`config.mk`:
```
export PLATFORM = sky130hd
export DESIGN_NAME = qed_commit_counter
export DESIGN_NICKNAME = d
export VERILOG_FILES = /design/src/rtl/qed_commit_counter.sv
export SDC_FILE = /design/constraint.sdc
export NUM_CORES = 1
export LEC_CHECK = 0
export ABC_CLOCK_PERIOD_IN_PS = 1830
export BUFFER_PORTS_ARGS = -buffer_cell sky130_fd_sc_hd__buf_2
export CAP_MARGIN = 30
export CELL_PAD_IN_SITES_DETAIL_PLACEMENT = 1
export CELL_PAD_IN_SITES_GLOBAL_PLACEMENT = 1
export CORE_ASPECT_RATIO = 0.75
export CORE_MARGIN = 8
export CORE_UTILIZATION = 42
export CTS_CLUSTER_DIAMETER = 60
export DETAILED_ROUTE_END_ITERATION = 6
export GPL_ROUTABILITY_DRIVEN = 1
export PLACE_DENSITY = 0.82
export SETUP_SLACK_MARGIN = 0.1
export SLEW_MARGIN = 20
export SYNTH_ARGS = -nofsm -noshare
export SYNTH_HDL_FRONTEND = slang
export SYNTH_SLANG_ARGS = --single-unit
```
`constraint.sdc`:
```
create_clock -name clk -period 1.83 [get_ports clk]
set_clock_uncertainty 0.15 [all_clocks]
set_input_delay 0.549 -clock clk [delete_from_list [all_inputs] [get_ports clk]]
set_output_delay 0.549 -clock clk [all_outputs]
set_load 0.02 [all_outputs]
```
`src/rtl/qed_commit_counter.sv`:
```
// Counts retired original and duplicate instructions with saturating
// counters, tracks whether anything new retired since the last scan, and
// raises the scan trigger when both streams line up.
module qed_commit_counter #(
    parameter int CNT_W = 16
) (
    input  logic clk,
    input  logic rst,
    input  logic commit_valid,
    input  logic commit_dup,
    input  logic qed_enable,
    input  logic clear_dirty,
    output logic dirty,
    output logic trigger
);

    logic [CNT_W-1:0] orig_cnt;
    logic [CNT_W-1:0] dup_cnt;
    logic             count_orig;
    logic             count_dup;

    // Counters stop at all-ones so two saturated streams still compare equal.
    function automatic logic [CNT_W-1:0] sat_inc(input logic [CNT_W-1:0] value);
        return (&value) ? value : value + 1'b1;
    endfunction

    assign count_orig = commit_valid & ~commit_dup & qed_enable;
    assign count_dup  = commit_valid &  commit_dup & qed_enable;

    // Count commits; a new commit re-arms dirty even in the cycle a scan clears it.
    always_ff @(posedge clk) begin
        if (rst) begin
            orig_cnt <= '0;
            dup_cnt  <= '0;
            dirty    <= 1'b0;
        end else begin
            if (count_orig) orig_cnt <= sat_inc(orig_cnt);
            if (count_dup)  dup_cnt  <= sat_inc(dup_cnt);
            if (count_orig || count_dup) begin
                dirty <= 1'b1;
            end else if (clear_dirty) begin
                dirty <= 1'b0;
            end
        end
    end

    // Only start on a quiet cycle so the register file is not changing under the scan.
    assign trigger = qed_enable & dirty & (orig_cnt == dup_cnt) & ~commit_valid;

endmodule

```
==> flow_summary.ini, run 1 <==
[synthesis]
syn_inst = 231
ys.flop_type = dfxtp_1
synth_edf_count = 0
synth_nets = 239
avgSynthCellArea_um2 = 8.45
synth_seq_cells = 33
synth-seq-area-share_pct = 33.8
netlist_area_mm2 = 0.00195
async_reset_ff_share_pct = 0
yosysUniqueCellTypes = 43
yosysWarningCount = 0

[timing]
grt-worst-endpoint = trigger
worstEpCategory = primary output

[floorplanning]
initial_utilization_pct = 43.7
die_w_um = 94.7
rows = 21
die_h_um = 75.0
ios = 8

[global_route]
grt_start_max_net_pins = 24
antenna_found_initial = 1

[clocking]
h-tree-depth = 2
clock_sinks = 33
clockBufferDepth = 2
cts.root.buffer_cell = clkbuf_8
cts_buffers = 5
hold_buffers = 0

[place]
portBuffers = 7
place_area_mm2 = 0.00263
hpwl_mm = 5.42
finalWeightedCongestion = 0.836
place_ws_ns = -0.528

[run_status]
tool.error = [ERROR DPL-0033] detailed placement checks failed during check placement.
status = aborted with a tool error
lastStage = global routing
==> cells by family after synthesis <==
| logic type | share of synthesized area, % |
|---|---|
| adders and majority gates | 1.28 |
| muxes | 4.49 |
| DFF | 33.8 |
| and+or+nand+nor | 34.2 |
| xor gates and xnor gates | 7.63 |
| buffers and inverters | 3.91 |
| AOI/OAI and AO/OA | 14.6 |
==> stage by stage <==
step	util [%]	cells	setup TNS (ns)
after CTS	71.0	376	-1.15
after detailed placement	58.8	357	-5.68
after global placement	58.8	357	-3.65
after floorplan	-	231	-0.127
==> Yosys cell counts (2+ instances only) <==
cell type | count | area (um2)
buf_2 | 3 | 15.0
inv_1 | 7 | 26.3
and3_1 | 3 | 18.8
o21ai_0 | 6 | 30.0
a211oi_1 | 5 | 37.5
or3_1 | 6 | 37.5
nand2_1 | 12 | 45.0
nor4_1 | 9 | 56.3
dfxtp_1 | 33 | 661
nand4_1 | 8 | 50.1
nor4b_1 | 2 | 17.5
xor2_1 | 17 | 149
a21oi_1 | 22 | 110
o31ai_1 | 9 | 67.6
clkbuf_1 | 5 | 18.8
and2_1 | 2 | 12.5
nand2b_1 | 5 | 31.3
nand3_1 | 11 | 55.1
mux2i_1 | 2 | 20.0
ha_1 | 2 | 25.0
or4_1 | 9 | 67.6
and4_1 | 6 | 52.6
nor3_1 | 8 | 40.0
nor2b_1 | 6 | 37.5
nor2_1 | 11 | 41.3
mux2_2 | 5 | 56.3
==> what timing repair did <==
action / 4_1_cts
cloned: 0
gates resized for setup: 86
hold endpoints to repair: 0
setup buffers: 12
pin swaps: 27
setup endpoints to repair: 32
==> inputs of run 2 (changes only) <==
==> config.mk (replaced) <==
export PLATFORM = sky130hd
export DESIGN_NAME = qed_commit_counter
export DESIGN_NICKNAME = d
export VERILOG_FILES = /design/src/rtl/qed_commit_counter.sv
export SDC_FILE = /design/constraint.sdc
export NUM_CORES = 1
export LEC_CHECK = 0
export ABC_CLOCK_PERIOD_IN_PS = 2400
export BUFFER_PORTS_ARGS = -buffer_cell sky130_fd_sc_hd__buf_2
export CAP_MARGIN = 30
export CORE_MARGIN = 8
export CORE_UTILIZATION = 40
export DETAILED_ROUTE_END_ITERATION = 6
export GPL_ROUTABILITY_DRIVEN = 1
export PLACE_DENSITY_LB_ADDON = 0.15
export SLEW_MARGIN = 20
export SYNTH_ARGS = -nofsm -noshare
export SYNTH_HDL_FRONTEND = slang
export SYNTH_SLANG_ARGS = --single-unit
==> constraint.sdc (replaced) <==
create_clock -name clk -period 2.4 [get_ports clk]
set_clock_uncertainty 0.15 [all_clocks]
set_input_delay 0.72 -clock clk [delete_from_list [all_inputs] [get_ports clk]]
set_output_delay 0.72 -clock clk [all_outputs]
set_load 0.02 [all_outputs]
==> run 2 against run 1 <==
Effect of this change:
- the flow now finishes, with violations (negative setup slack)
- synthesized cell count stayed put
- area after synthesis stayed put
==> flow_summary.ini, run 2 <==
[run_status]
status = finished with violations
violations = negative setup slack

[place]
hpwl_mm = 3.55
portBuffers = 7
finalWeightedCongestion = 0.829
dp.cells = 317

[synthesis]
async_reset_ff_share_pct = 0
synth_largest_area_cell = dfxtp_1
synth-seq-area-share_pct = 33.8
yosysMostFrequentCell = dfxtp_1
syn_inst = 231
synth_edf_count = 0
netlist_area_mm2 = 0.00195
ys.flop_type = dfxtp_1
yosysWarningCount = 0
synthTopCellsByCount = dfxtp_1 (33), a21oi_1 (22), xor2_1 (17)
avgSynthCellArea_um2 = 8.45
yosysUniqueCellTypes = 43
synth_seq_cells = 33
synth_nets = 239
yosysTopAreaCellShare_pct = 33.8
synthTopCellsByArea = dfxtp_1 (34%), xor2_1 (7.6%), a21oi_1 (5.6%)

[clocking]
clockBufferDepth = 2
postCtsSetupRepairBufs = 0
clk_latency_ns = 0.29
clock_sinks = 33
tritoncts = built
h-tree-depth = 2
clkTransAtPathRegs_ns = 0.07
cts.root.buffer_cell = clkbuf_8
cts_buffers = 5

[timing]
fmax_ghz = 0.392
layout_worst_path_cycle_share_pct = 106
min_period_ns = 2.55
finalSetupViolCount = 1
hold_ws_ns = 0.348
worst_slew_margin_rel_pct = 66.1
hold_viol_final = 0
worst_slack_ns = -0.150
setup_tns_ns = -0.150
worstMarginPinSlew_ns = 0.509
slew_viol_final = 0
rsz0062_at_grt = true

[pwr]
p_per_area_mw_per_mm2 = 439
ir_drop_mv = 0.234
power_uw = 1010
p_leak_uw = 0.000885

[route]
wirelength_mm = 4.80
first_pass_iters = 4
drcViolationCount = 0
vias = 1775
viasPerCell = 5.46
drt_iter0_drc = 94
ant_nets = 0
wl_per_cell_um = 14.8

[worst_setup_path]
startpoint = dup_cnt[8]$_SDFFE_PP0P_
r2r_start = orig_cnt[0]$_SDFFE_PP0P_
critical_path_class = flip-flop to primary output
worstPathRequired_ns = 1.53
cp_max_fo = 2
critPathLaunchType = flip-flop
critPathArrivalTime_ns = 1.68
endpoint_kind = primary output

[finish]
top_regs = dup_cnt (16), orig_cnt (16), dirty (1)
fin_cells = 325
final_common_cell = dfxtp_1
areaGrowthSynthToFinish_pct = 18.1
antennaDiodeCount = 0
layout.nets = 265
mostFrequentLayoutCells = dfxtp_1 (24), buf_4 (23), a21oi_1 (22)
layout-drive-gt1-share_pct = 23.3
fillers = 445

[global_route]
antenna_found_initial = 0
grt_start_max_net_pins = 29
first_global_vias = 1611
grt_overflow = 0
gr-usage-all-layers_pct = 13.9
grt_pass1_wl_mm = 8.04

[floorplanning]
rows = 25
die-area_mm2 = 0.00737
core_area_mm2 = 0.00472
die_w_um = 85.9
ios = 8
die_h_um = 85.9
initial_utilization_pct = 41.3

[run]
maxCapViolations = 0

[worst_hold_path]
hp-start = dup_cnt[1]$_SDFFE_PP0P_
hp-class = flip-flop to flip-flop
[run 2: cell counts after synthesis]
Identical to the previous run, type by type.
[run 2: kinds of logic after synthesis]
logic type / Yosys count / share of synthesized area, %
AND/OR/NAND/NOR: 107 / 34.2
adder cells (fa/ha/maj): 2 / 1.28
flip-flops: 33 / 33.8
multiplexers: 8 / 4.49
AO/OA/AOI/OAI: 47 / 14.6
buffers and inverters: 17 / 3.91
XOR/XNOR: 17 / 7.63
[run 2: where the power goes]
group          switching, uW  total, uW  internal [uW]  leakage [uW]
clock network            207        408            201     0.0000450
logic                   28.3       49.6           21.3      0.000570
registers               4.23        555            551      0.000271
total                    240       1010            773      0.000885
[run 2: per-layer routing]
metal	global-route usage [%]	part of all wire, %	vias to the layer above
li1	-	-	929
met1	19.2	53	819
met3	3.25	3.4	5
met5	0	0	-
met4	5.25	1.0	0
met2	20.2	42	22
[run 2: stage by stage]
step	area, um2	utilization [%]	setup slack (ns)
floorplan	1960	-	0.130
global placement	2190	46.4	-0.136
detailed placement	2190	46.4	-0.119
CTS	2290	48.5	-0.185
global route	2310	48.8	-0.268
finish	2310	48.8	-0.150
[run 2: worst paths after layout]
path	depth (start not counted)	slack, ns	end
max	5	-0.15	trigger
min	2	0.35	dup_cnt[1]$_SDFFE_PP0P_
max reg2reg	5	0.32	orig_cnt[0]$_SDFFE_PP0P_
min reg2reg	2	0.35	dup_cnt[1]$_SDFFE_PP0P_
[run 2: layout make-up]
type,count,area [um2],area share [%]
Timing Repair Buffer,29,203,8.79
Clock buffer,6,72.6,3.15
Clock inverter,2,10.0,0.434
Tap cell,67,83.8,3.64
Sequential cell,33,672,29.1
Multi-Input combinational cell,181,1240,53.7
Inverter,7,26.3,1.14
[run 2: repair_timing]
| item | CTS | global route |
|---|---|---|
| hold buffers | 0 | 0 |
| gates resized for setup | 8 | 5 |
| setup endpoints to repair | 1 | 1 |
| pin swaps | 2 | 0 |
[run 2: worst max-delay path, stage by stage (launching register included)]
cell and delay, ns:
dfxtp_2 0.33, xor2_1 0.17, nor4_2 0.31, nand4_1 0.17, nor4_2 0.21, buf_4 0.20
No activity file was read; power rests on OpenSTA's default activity.
==> inputs of run 3 (changes only) <==
--- a/config.mk
+++ b/config.mk
@@ -10,6 +10,7 @@
 export CAP_MARGIN = 30
 export CORE_MARGIN = 8
 export CORE_UTILIZATION = 40
+export CTS_BUF_LIST = sky130_fd_sc_hd__clkbuf_16
 export DETAILED_ROUTE_END_ITERATION = 6
 export GPL_ROUTABILITY_DRIVEN = 1
 export PLACE_DENSITY_LB_ADDON = 0.15
==> run 3 against run 2 <==
Effect of this change:
- the flow still finishes with violations (negative setup slack)
- clock power grew 48%
- power grew 19%
- global-route usage is 0.20 points higher
- via count is 0.79% higher
- flip-flop and latch count is the same
- critical path type unchanged
- largest cell class unchanged
- largest power group is now clock
==> flow_summary.ini, run 3 (synthesis results as in run 2) <==
[run_status]
status = finished with violations
violations = negative setup slack

[timing]
min_period_ns = 2.54
worst_slack_ns = -0.138
finalSetupViolCount = 1
hold_viol_final = 0
worstMarginPinSlew_ns = 0.497
hold_ws_ns = 0.372
slew_viol_final = 0
worst_slew_margin_rel_pct = 66.9
rsz0062_at_grt = true
layout_worst_path_cycle_share_pct = 106
fmax_ghz = 0.394

[pwr]
ir_drop_mv = 0.349
p_seq_share_pct = 45.9
p_comb_share_pct = 4.0
power_uw = 1210
p_int_uw = 947
p_per_area_mw_per_mm2 = 513
switching_share_pct = 21.6
clockPowerShare_pct = 50.0
p_leak_uw = 0.000911
power.switching_uw = 261

[worst_setup_path]
critPathArrivalTime_ns = 1.67
cpMaxStageDelayCell = dfxtp_2
worstPathRequired_ns = 1.53
critPathTopFamily = simple AND/OR/NAND/NOR gates
critical_path_class = flip-flop to primary output
critical_path.max_stage_delay_ns = 0.36
cp_max_fo = 7
critPathLaunchType = flip-flop
endpoint_kind = primary output
critPathBufInv = 1
path_cells = xor2_1 -> nor4_1 -> nand4_1 -> nor4_2 -> buf_4

[global_route]
grt_overflow = 0
first_global_vias = 1637
grt_start_max_net_pins = 29
gr-usage-all-layers_pct = 14.1
grt_pass1_wl_mm = 8.11
antenna_found_initial = 0

[floorplanning]
initial_utilization_pct = 41.3
die-area_mm2 = 0.00737
ios = 8
die_h_um = 85.9
rows = 25
core_area_mm2 = 0.00472
die_w_um = 85.9

[finish]
antennaDiodeCount = 0
areaGrowthSynthToFinish_pct = 20.6
mostFrequentLayoutCells = dfxtp_1 (28), buf_4 (23), a21oi_1 (22)
layout.nets = 265
top_regs = dup_cnt (16), orig_cnt (16), dirty (1)
layout-drive-gt1-share_pct = 21.3
post-route-util_pct = 49.9
fin_cells = 325
final_common_cell = dfxtp_1

[place]
portBuffers = 7
hpwl_mm = 3.55
finalWeightedCongestion = 0.829
place_ws_ns = -0.119
dp.cells = 317

[clocking]
clock_sinks = 33
h-tree-depth = 2
clockBufferDepth = 2
cts_buffers = 5
tritoncts = built
hold_buffers = 0
clk_latency_ns = 0.28
clkTransAtPathRegs_ns = 0.05
postCtsSetupRepairBufs = 0
cts.root.buffer_cell = clkbuf_16

[run]
maxCapViolations = 0

[route]
drt_iter0_drc = 61
wirelength_mm = 4.83
viasPerCell = 5.50
vias = 1789
ant_nets = 0
wl_per_cell_um = 14.9
first_pass_iters = 4
drcViolationCount = 0

[worst_hold_path]
hp-class = flip-flop to flip-flop
## run 3: metrics by stage
stage | cell area [um2] | TNS, ns
floorplan | 1960 | 0
global placement | 2190 | -0.136
detailed placement | 2190 | -0.119
CTS | 2340 | -0.151
global route | 2350 | -0.279
finish | 2350 | -0.138
## run 3: worst min-delay path: stages (launching register included)
cell	delay, ns
dfxtp_1	0.34
nand2b_1	0.08
mux2i_1	0.06
## run 3: per-layer routing
metal / part of all wire, % / vias up / global-route usage [%]
li1: - / 926 / -
met1: 52 / 829 / 19.3
met2: 43 / 28 / 20.3
met3: 3.1 / 6 / 4.39
met4: 1.4 / 0 / 4.46
met5: 0 / - / 0
## run 3: path summary, 6_finish.rpt
path	endpoint	cells past startpoint	start	slack (ns)
setup / recovery	trigger	5	dup_cnt[5]$_SDFFE_PP0P_	-0.14
hold / removal	dup_cnt[1]$_SDFFE_PP0P_	2	dup_cnt[1]$_SDFFE_PP0P_	0.37
hold reg to reg	dup_cnt[1]$_SDFFE_PP0P_	2	dup_cnt[1]$_SDFFE_PP0P_	0.37
setup reg to reg	orig_cnt[0]$_SDFFE_PP0P_	6	orig_cnt[1]$_SDFFE_PP0P_	0.30
## run 3: power by group through the flow
| stage | sequential, uW | clock, uW | combinational, uW |
|---|---|---|---|
| finish | 555 | 605 | 48.8 |
| global route | 555 | 651 | 54.2 |
| CTS | 556 | 618 | 48.9 |
| detailed placement | 567 | 0 | 48.4 |
| global placement | 568 | 0 | 47.7 |
| floorplan | 567 | 0 | 25.5 |
## run 3: cell type report
cell class,count,area [um2]
Clock inverter,3,13.8
Sequential cell,33,669
Clock buffer,5,125
Tap cell,67,83.8
Inverter,7,26.3
Timing Repair Buffer,29,203
Multi-Input combinational cell,181,1230
Fill cell,439,2370
## run 3: what timing repair did
action / CTS / global route
resized for setup: 5 / 4
endpoints found under the hold margin: 0 / 0
endpoints found under the setup margin: 1 / 1
==> inputs of run 4 (changes only) <==
--- a/config.mk
+++ b/config.mk
@@ -5,6 +5,7 @@
 export SDC_FILE = /design/constraint.sdc
 export NUM_CORES = 1
 export LEC_CHECK = 0
+export ABC_AREA = 1
 export ABC_CLOCK_PERIOD_IN_PS = 2400
 export BUFFER_PORTS_ARGS = -buffer_cell sky130_fd_sc_hd__buf_2
 export CAP_MARGIN = 30
==> run 4 against run 3 <==
Effect of this change:
- the run now ends clean
- combinational power grew 21%
- flip-flop and latch count is the same
- design area decreased by 2.1%
- count of clock-buffer cells in the layout did not move
- die area up 3.4%
- area after synthesis is 4.2% higher
- setup slack better by 0.19 ns
- hold slack got worse by 0.029 ns
- critical path type is now primary input to primary output
- critical endpoint unchanged
==> flow_summary.ini, run 4 <==
[run_status]
status = completed

[route]
wirelength_mm = 4.67
drcViolationCount = 0
wl_per_cell_um = 11.6
ant_nets = 0
first_pass_iters = 4
vias = 1916
drt_iter0_drc = 95
viasPerCell = 4.78

[synthesis]
async_reset_ff_share_pct = 0
synthAdderAreaFrac_pct = 1.23
synth_edf_count = 0
yosysTopAreaCellShare_pct = 32.5
synth_top_family_by_area = simple AND/OR/NAND/NOR gates
syn_inst = 319
synthTopCellsByCount = nand2_1 (69), nor2_1 (63), nand3_1 (37)
synthTopCellsByArea = dfxtp_1 (32%), nand2_1 (13%), nor2_1 (12%)
yosys.area_share.simple_pct = 42.4
synth_largest_area_cell = dfxtp_1
ys.flop_type = dfxtp_1
synth_xor_xnor_area_share_pct = 6.46
yosysMostFrequentCell = nand2_1
synth_seq_cells = 33
synth.area.mux_share_pct = 0
synth_compound_area_share_pct = 9.29
avgSynthCellArea_um2 = 6.38
yosysUniqueCellTypes = 26
synth-seq-area-share_pct = 32.5
yosysWarningCount = 0
synth_nets = 327
netlist_area_mm2 = 0.00203

[global_route]
grt_start_max_net_pins = 17
grt_overflow = 0
grt_pass1_wl_mm = 8.18
gr-usage-all-layers_pct = 13.6
antenna_found_initial = 0
first_global_vias = 1837

[finish]
fin_cells = 401
layout-drive-gt1-share_pct = 12.4
mostFrequentLayoutCells = nand2_1 (68), nor2_1 (61), nand3_1 (37)
antennaDiodeCount = 0
final_common_cell = nand2_1
post-route-util_pct = 46.0
top_regs = dup_cnt (16), orig_cnt (16), dirty (1)
layout.nets = 338
areaGrowthSynthToFinish_pct = 13.3

[timing]
slew_viol_final = 0
worstMarginPinSlew_ns = 0.453
layout_worst_path_cycle_share_pct = 97.9
fmax_ghz = 0.426
finalSetupViolCount = 0
worst_slew_margin_rel_pct = 69.7
hold_viol_final = 0
min_period_ns = 2.35
rsz0062_at_grt = true

[clocking]
h-tree-depth = 2
tritoncts = built
clkTransAtPathRegs_ns = 0.05
clk_latency_ns = 0.28
clockBufferDepth = 2
clock_sinks = 33
cts_buffers = 5
cts.root.buffer_cell = clkbuf_16

[worst_setup_path]
endpoint_kind = primary output
r2r_start = orig_cnt[1]$_SDFFE_PP0P_
r2r_end = orig_cnt[2]$_SDFFE_PP0P_
path_depth = 8
critPathTopFamily = simple AND/OR/NAND/NOR gates
critPathLaunchType = primary input
startpoint = qed_enable
cp_max_fo = 2
critPathArrivalTime_ns = 1.48
critical_path_class = primary input to primary output
reg2reg_slack_ns = 0.46
critical_path.max_stage_delay_ns = 0.13
worstPathRequired_ns = 1.53
reg2reg_depth = 8
path_cells = buf_6 -> nand2_2 -> nor2_2 -> nand2_1 -> nor3_2 -> nand3_1 -> nor2_2 -> buf_6
critPathBufInv = 2
crit_end = trigger
cpMaxStageDelayCell = buf_6

[place]
portBuffers = 7
hpwl_mm = 3.64
dp.cells = 393
finalWeightedCongestion = 0.856

[pwr]
power.switching_uw = 270
power_uw = 1220
p_seq_share_pct = 45.9
ir_drop_mv = 0.320
p_int_uw = 951
clockPowerShare_pct = 49.3
switching_share_pct = 22.1
p_leak_uw = 0.000961
p_per_area_mw_per_mm2 = 530
p_comb_share_pct = 4.8

[run]
maxCapViolations = 0

[floorplanning]
core_area_mm2 = 0.00501
die_w_um = 87.3
die_h_um = 87.3
die-area_mm2 = 0.00762
initial_utilization_pct = 40.6
rows = 26
ios = 8

[worst_hold_path]
hp-class = flip-flop to flip-flop
-- run 4: tightest hold or removal path, delay by kind of cell (launching register included) --
family,cells,cell delay (ns)
flops,1,0.33
simple gates,1,0.07
compound gates,1,0.05
-- run 4: cell families after synthesis --
kind of cell,after synthesis
AND/OR/NAND/NOR,194
buffers and inverters,39
AO/OA/AOI/OAI,36
flip-flops,33
XOR/XNOR,15
adder cells (fa/ha/maj),2
-- run 4: how the worst min path moves through the flow --
| stage | from | to | cells after the start |
|---|---|---|---|
| after floorplan | orig_cnt[0]$_SDFFE_PP0P_ | orig_cnt[0]$_SDFFE_PP0P_ | 2 |
| after global placement | dirty$_SDFFE_PP0P_ | dirty$_SDFFE_PP0P_ | 2 |
| after detailed placement | dirty$_SDFFE_PP0P_ | dirty$_SDFFE_PP0P_ | 2 |
| after CTS | dirty$_SDFFE_PP0P_ | dirty$_SDFFE_PP0P_ | 2 |
| after global routing | orig_cnt[0]$_SDFFE_PP0P_ | orig_cnt[0]$_SDFFE_PP0P_ | 2 |
| final | dirty$_SDFFE_PP0P_ | dirty$_SDFFE_PP0P_ | 2 |
-- run 4: stage by stage --
step / setup slack [ns] / area (um2) / hold WS [ns] / setup TNS [ns]
final: 0.0505 / 2310 / 0.344 / 0
after global routing: -0.0299 / 2310 / 0.384 / -0.0299
after CTS: -0.00352 / 2300 / 0.345 / -0.00352
after detailed placement: -0.0567 / 2140 / 0.324 / -0.0567
after global placement: -0.0267 / 2140 / 0.319 / -0.0267
after floorplan: 0.145 / 2030 / 0.318 / 0
-- run 4: cell type report --
cell class / count / area (um2)
clock inverters: 3 / 12.5
clock buffers: 5 / 125
fillers: 541 / 2700
inverters: 32 / 120
repair buffers: 11 / 77.6
multi-input cells: 247 / 1220
well taps: 70 / 87.6
flip-flops and latches: 33 / 662
-- run 4: repair_timing --
action / in CTS / in global routing
hold buffers: 0 / 0
pin swaps: 2 / 2
resized for setup: 5 / 3
endpoints found under the setup margin: 1 / 1
cloned: 0 / 0
buffers inserted: 0 / 0
-- run 4: metal layers --
layer  up-vias  track usage (%)  wire length [um]  share of wire, %
met1       864             16.9              2350                50
met4         0             5.00                40              0.86
met2         9             22.7              2200                47
met5         -                0                 0                 0
li1       1039                -                 -                 -
met3         4             2.36                75               1.6
-- run 4: power by group through the flow --
| stage | Clock (uW) | Sequential [uW] | Combinational, uW |
|---|---|---|---|
| global route | 640 | 561 | 67.2 |
| finish | 602 | 560 | 58.9 |
| floorplan | 0 | 571 | 41.2 |
| detailed placement | 0 | 572 | 56.8 |
| CTS | 617 | 560 | 59.0 |
| global placement | 0 | 572 | 56.1 |
